$ cat src/rtl/riscv_pkg.sv
// rtl/riscv_pkg.sv - shared pipeline types: stage-register states and boundary payloads
package riscv_pkg;

  localparam int PIPE_CNT_W = 2;

  // Occupancy states of a pipeline stage register; encoding equals entry count
  typedef enum logic [PIPE_CNT_W-1:0] {
    EMPTY = 2'd0,
    ONE   = 2'd1,
    TWO   = 2'd2
  } pipe_st_t;

  // Packed payloads carried across the classic pipeline boundaries
  typedef struct packed {
    logic [31:0] pc;
    logic [31:0] instr;
  } if_id_t;

  typedef struct packed {
    logic [31:0] pc;
    logic [31:0] data_a;
    logic [31:0] data_b;
    logic [4:0]  rd;
    logic        we;
  } id_ex_t;

  typedef struct packed {
    logic [31:0] pc;
    logic [31:0] alu_out;
    logic [31:0] data_b;
    logic [4:0]  rd;
    logic        we;
  } ex_mem_t;

  typedef struct packed {
    logic [31:0] wb_data;
    logic [4:0]  rd;
    logic        we;
  } mem_wb_t;

endpackage

$ cat src/rtl/pipe_stage_reg.sv
// rtl/pipe_stage_reg.sv - valid/ready pipeline stage register, skid or pass-ready mode
module pipe_stage_reg
  import riscv_pkg::*;
#(
  parameter int WIDTH = 32,
  parameter bit SKID  = 1'b1
) (
  input  logic                  clk,
  input  logic                  rst_n,
  input  logic                  flush,
  input  logic                  up_valid,
  input  logic [WIDTH-1:0]      up_data,
  output logic                  up_ready,
  output logic                  dn_valid,
  output logic [WIDTH-1:0]      dn_data,
  input  logic                  dn_ready,
  output logic [PIPE_CNT_W-1:0] count
);

  if (SKID) begin : g_skid
    pipe_st_t         state;
    logic [WIDTH-1:0] main_q;
    logic [WIDTH-1:0] skid_q;
    logic             rdy_q;
    logic             up_acc;
    logic             dn_acc;

    // up_ready comes straight from rdy_q, so dn_ready never reaches it combinationally
    assign up_acc   = up_valid && rdy_q;
    assign dn_acc   = (state != EMPTY) && dn_ready;
    assign up_ready = rdy_q;
    assign dn_valid = (state != EMPTY);
    assign dn_data  = main_q;
    assign count    = state;

    // Two-entry skid FSM; vacated entries are zeroed so dn_data is 0 when idle
    always_ff @(posedge clk) begin
      if (!rst_n || flush) begin
        state  <= EMPTY;
        main_q <= '0;
        skid_q <= '0;
        rdy_q  <= 1'b1;
      end else begin
        case (state)
          EMPTY: begin
            if (up_acc) begin
              main_q <= up_data;
              state  <= ONE;
            end
          end
          ONE: begin
            if (up_acc && dn_acc) begin
              main_q <= up_data;
            end else if (up_acc) begin
              skid_q <= up_data;
              state  <= TWO;
              rdy_q  <= 1'b0;
            end else if (dn_acc) begin
              main_q <= '0;
              state  <= EMPTY;
            end
          end
          TWO: begin
            if (dn_acc) begin
              main_q <= skid_q;
              skid_q <= '0;
              state  <= ONE;
              rdy_q  <= 1'b1;
            end
          end
          default: begin
            state  <= EMPTY;
            main_q <= '0;
            skid_q <= '0;
            rdy_q  <= 1'b1;
          end
        endcase
      end
    end
  end else begin : g_pass
    logic             valid_q;
    logic [WIDTH-1:0] main_q;
    logic             up_acc;
    logic             dn_acc;

    // Single entry may be refilled in the same cycle it is consumed
    assign up_ready = !valid_q || dn_ready;
    assign up_acc   = up_valid && up_ready;
    assign dn_acc   = valid_q && dn_ready;
    assign dn_valid = valid_q;
    assign dn_data  = main_q;
    assign count    = {1'b0, valid_q};

    // One-entry register; payload is cleared whenever the entry empties
    always_ff @(posedge clk) begin
      if (!rst_n || flush) begin
        valid_q <= 1'b0;
        main_q  <= '0;
      end else if (up_acc) begin
        valid_q <= 1'b1;
        main_q  <= up_data;
      end else if (dn_acc) begin
        valid_q <= 1'b0;
        main_q  <= '0;
      end
    end
  end

endmodule

$ cat config.mk
export PLATFORM = sky130hd
export DESIGN_NAME = pipe_stage_reg
export DESIGN_NICKNAME = d
export VERILOG_FILES = /design/src/rtl/riscv_pkg.sv /design/src/rtl/pipe_stage_reg.sv
export SDC_FILE = /design/constraint.sdc
export NUM_CORES = 1
export LEC_CHECK = 0
export BUFFER_PORTS_ARGS = -buffer_cell sky130_fd_sc_hd__buf_2
export CORE_MARGIN = 2
export CORE_UTILIZATION = 54
export CTS_CLUSTER_SIZE = 20
export DETAILED_ROUTE_END_ITERATION = 6
export PLACE_DENSITY = 0.79
export SLEW_MARGIN = 20
export SYNTH_ARGS = -nofsm -noshare
export SYNTH_HDL_FRONTEND = slang
export SYNTH_SLANG_ARGS = --single-unit
$ cat constraint.sdc
create_clock -name clk -period 1.74 [get_ports clk]
set_input_delay 0.174 -clock clk [delete_from_list [all_inputs] [get_ports clk]]
set_output_delay 0.174 -clock clk [all_outputs]
set_load 0.05 [all_outputs]
==> impl_metrics.env <==
export IMPL_status="finished clean"
export IMPL_critPathSlowestCell="dfxtp_2"
export IMPL_num_antenna_cells=0
export IMPL_postCtsSetupBuffers=0
export IMPL_timing_final_crit_share_pct=97.4
export IMPL_p_total_mw=3.45
export IMPL_clock_path_buffers=2
export IMPL_cts_clk_slew_worst_paths_ps=70
export IMPL_yosys_cell_types_count=30
export IMPL_first_pass_iters=5
export IMPL_vias_per_cell=5.92
export IMPL_drtAntennaViolNets=0
export IMPL_p_sw_mw=1.00
export IMPL_cts_sinks=67
export IMPL_vias=3112
export IMPL_worst_clock_skew_ps=6.11
export IMPL_cp_cell_sequence="buf_4 > or2_2 > buf_2"
export IMPL_synthFlopType="dfxtp_1"
export IMPL_cts_htree_levels=3
export IMPL_ir_drop_uv=472
export IMPL_io_pins=73
export IMPL_gp_congestion=0.745
export IMPL_fmax_mhz=590
export IMPL_synth_cells=384
export IMPL_clockPowerShare_pct=36.9
export IMPL_swShare_pct=29.0
export IMPL_worst_slack_ps=44.5
export IMPL_synth_seq_cells=67
export IMPL_reg2reg_from="up_ready$_SDFFE_PP1P_"
export IMPL_critPathBufInv=2
export IMPL_hold_slack_ps=85.6
export IMPL_rows=28
export IMPL_critPathArrivalTime_ps=1520
export IMPL_die_area_sq_um=6970
export IMPL_hp_start="dn_ready"
export IMPL_io_buffers=72
export IMPL_hold_viol_final=0
export IMPL_final_max_slew_viol_count=0
export IMPL_slowest_delay_ps=500
export IMPL_cts_buffers=9
export IMPL_ys_seq_area_share_pct=39.3
export IMPL_syn_area_sq_um=3410
export IMPL_grt_pass1_vias=2922
export IMPL_slew_limit_headroom_pct=65.1
export IMPL_maxCapViolations=0
export IMPL_area_growth_pct=18.3
export IMPL_routedWlPerCell_um=15.8
export IMPL_yosys_warnings=0
export IMPL_crit_path_start_kind="register"
export IMPL_fin_nets=483
export IMPL_r2r_setup_slack_ps=140
export IMPL_pwr_share_comb_pct=17.2
export IMPL_setup_violations=0
export IMPL_clk_latency_ps=350
export IMPL_min_period_ps=1700
export IMPL_synth_fp_nets=421
export IMPL_p_leak_nw=1.58
export IMPL_power_density_nw_per_um2=854
export IMPL_pre_cts_slack_ps=33.2
export IMPL_worst_hold_path_type="input pin to register"
export IMPL_synth_edf_count=0
export IMPL_grt_total_usage_pct=24.0
export IMPL_drt_iter0_drc=243
export IMPL_coreArea_sq_um=6030
export IMPL_worst_setup_path_end_kind="output port"
export IMPL_postCtsHoldBufs=0
export IMPL_worst_pin_slew_ps=523
export IMPL_grt_max_degree=33
export IMPL_route_detailed_drc=0
export IMPL_antenna_found_initial=0
export IMPL_grt_ovfl_total=0
export IMPL_dp_hpwl_mm=5.45
export IMPL_fp_dieW_um=83.5
export IMPL_drt_total_wl_mm=8.32
export IMPL_synthArstFlopShare_pct=0
export IMPL_setup_tns_ps=0
export IMPL_rsz0062_at_grt="no"
export IMPL_start_util_pct=56.6
export IMPL_cp_top_family="buffers and inverters"
export IMPL_p_int_mw=2.45
export IMPL_die_y_um=83.5
export IMPL_cts_tree="yes"
export IMPL_cts_root_buf="clkbuf_8"
export IMPL_cp_max_fo=12
export IMPL_avgSynthCellArea_sq_um=8.88
export IMPL_grt_first_pass_wirelength_mm=13.7
export IMPL_crit_start="count[1]$_SDFFE_PP0P_"
export IMPL_drive_gt1_share_pct=25.1
export IMPL_critPathKind="register to output port"
export IMPL_p_seq_share_pct=46.0
export IMPL_required_ps=1570
## power groups by stage
stage | clock network, mW | registers, mW | logic (mW)
finish | 1.27 | 1.59 | 0.592
global route | 1.34 | 1.59 | 0.636
CTS | 1.28 | 1.59 | 0.585
detailed placement | 0 | 1.62 | 0.582
global placement | 0 | 1.62 | 0.571
floorplan | 0 | 1.72 | 0.323
## cell usage in the layout, fill, tap and decap left out, types with 2 or more instances in the layout
cell,count
a22oi_1,32
dfxtp_2,2
buf_4,13
buf_2,72
inv_1,2
and2_1,32
nand2_1,3
clkbuf_1,2
buf_12,5
o22ai_1,32
nor2_1,65
dfxtp_1,65
clkbuf_8,13
nand3_1,30
mux2i_1,62
nand3b_1,3
## layout make-up
type                            instances  area (sq um)
Fill cell                             509          1990
Sequential cell                        67          1340
Clock inverter                          1          5.00
Inverter                                2          7.51
Clock buffer                           15           186
Multi-Input combinational cell        276          1840
Tap cell                               75          93.8
Timing Repair Buffer                   90           558
## Yosys cell counts, drive strengths merged (2+ instances only)
library cell / n / share of area, %
a22oi: 32 / 7.0
and2: 32 / 5.9
buf: 22 / 5.5
clkbuf: 17 / 1.9
dfxtp: 67 / 39
inv: 2 / 0.22
mux2i: 62 / 18
nand2: 3 / 0.33
nand2b: 2 / 0.37
nand3: 30 / 4.4
nand3b: 3 / 0.66
nor2: 65 / 7.2
nor2b: 3 / 0.62
o22ai: 32 / 5.9
o31ai: 2 / 0.44
## worst reg2reg max path: stages (launching register included)
cell,delay (ps)
dfxtp_1,470
a21oi_1,190
o31a_4,510
a22oi_1,250
nor2_1,50
## state kept, by name, indices dropped and copies added (netlist names)
signal / flops
count: 2
g_skid.skid_q: 32
up_ready: 1
dn_data: 32
## stage by stage
| step | instances | util [%] | instance area [sq um] |
|---|---|---|---|
| floorplan | 384 | - | 3410 |
| global placement | 510 | 63.6 | 3830 |
| detailed placement | 510 | 63.6 | 3830 |
| CTS | 526 | 66.8 | 4020 |
| global route | 526 | 67.0 | 4040 |
| finish | 526 | 67.0 | 4040 |
## cells by family (layout without fill, tap and decap cells)
family,after synthesis,after routing,synth area share [%]
muxes,62,62,18.2
DFF,67,67,39.3
xor gates and xnor gates,1,1,0.257
AOI/OAI and AO/OA,72,72,14.6
and+or+nand+nor,141,141,20.0
buffers and inverters,41,108,7.63
## timing repair
action | CTS | global route
resized for setup | 0 | 2
setup endpoints to repair | 0 | 37
hold endpoints to repair | 0 | 0
## path summary, 6_finish.rpt
path	endpoint	cells past startpoint
setup / recovery	dn_valid	3
hold / removal	count[1]$_SDFFE_PP0P_	2
hold reg to reg	dn_data[19]$_SDFFE_PP0P_	2
setup reg to reg	dn_data[28]$_SDFFE_PP0P_	4
## per-layer routing
layer  routed length (um)  track usage (%)  vias up
li1                     -                -     1491
met1                 3780             30.6     1512
met2                 3970             40.1       94
met3                  414             5.34       15
met4                  154             8.65        0
met5                    0                0        -
Note: power is estimated with default switching activity, not from simulation.
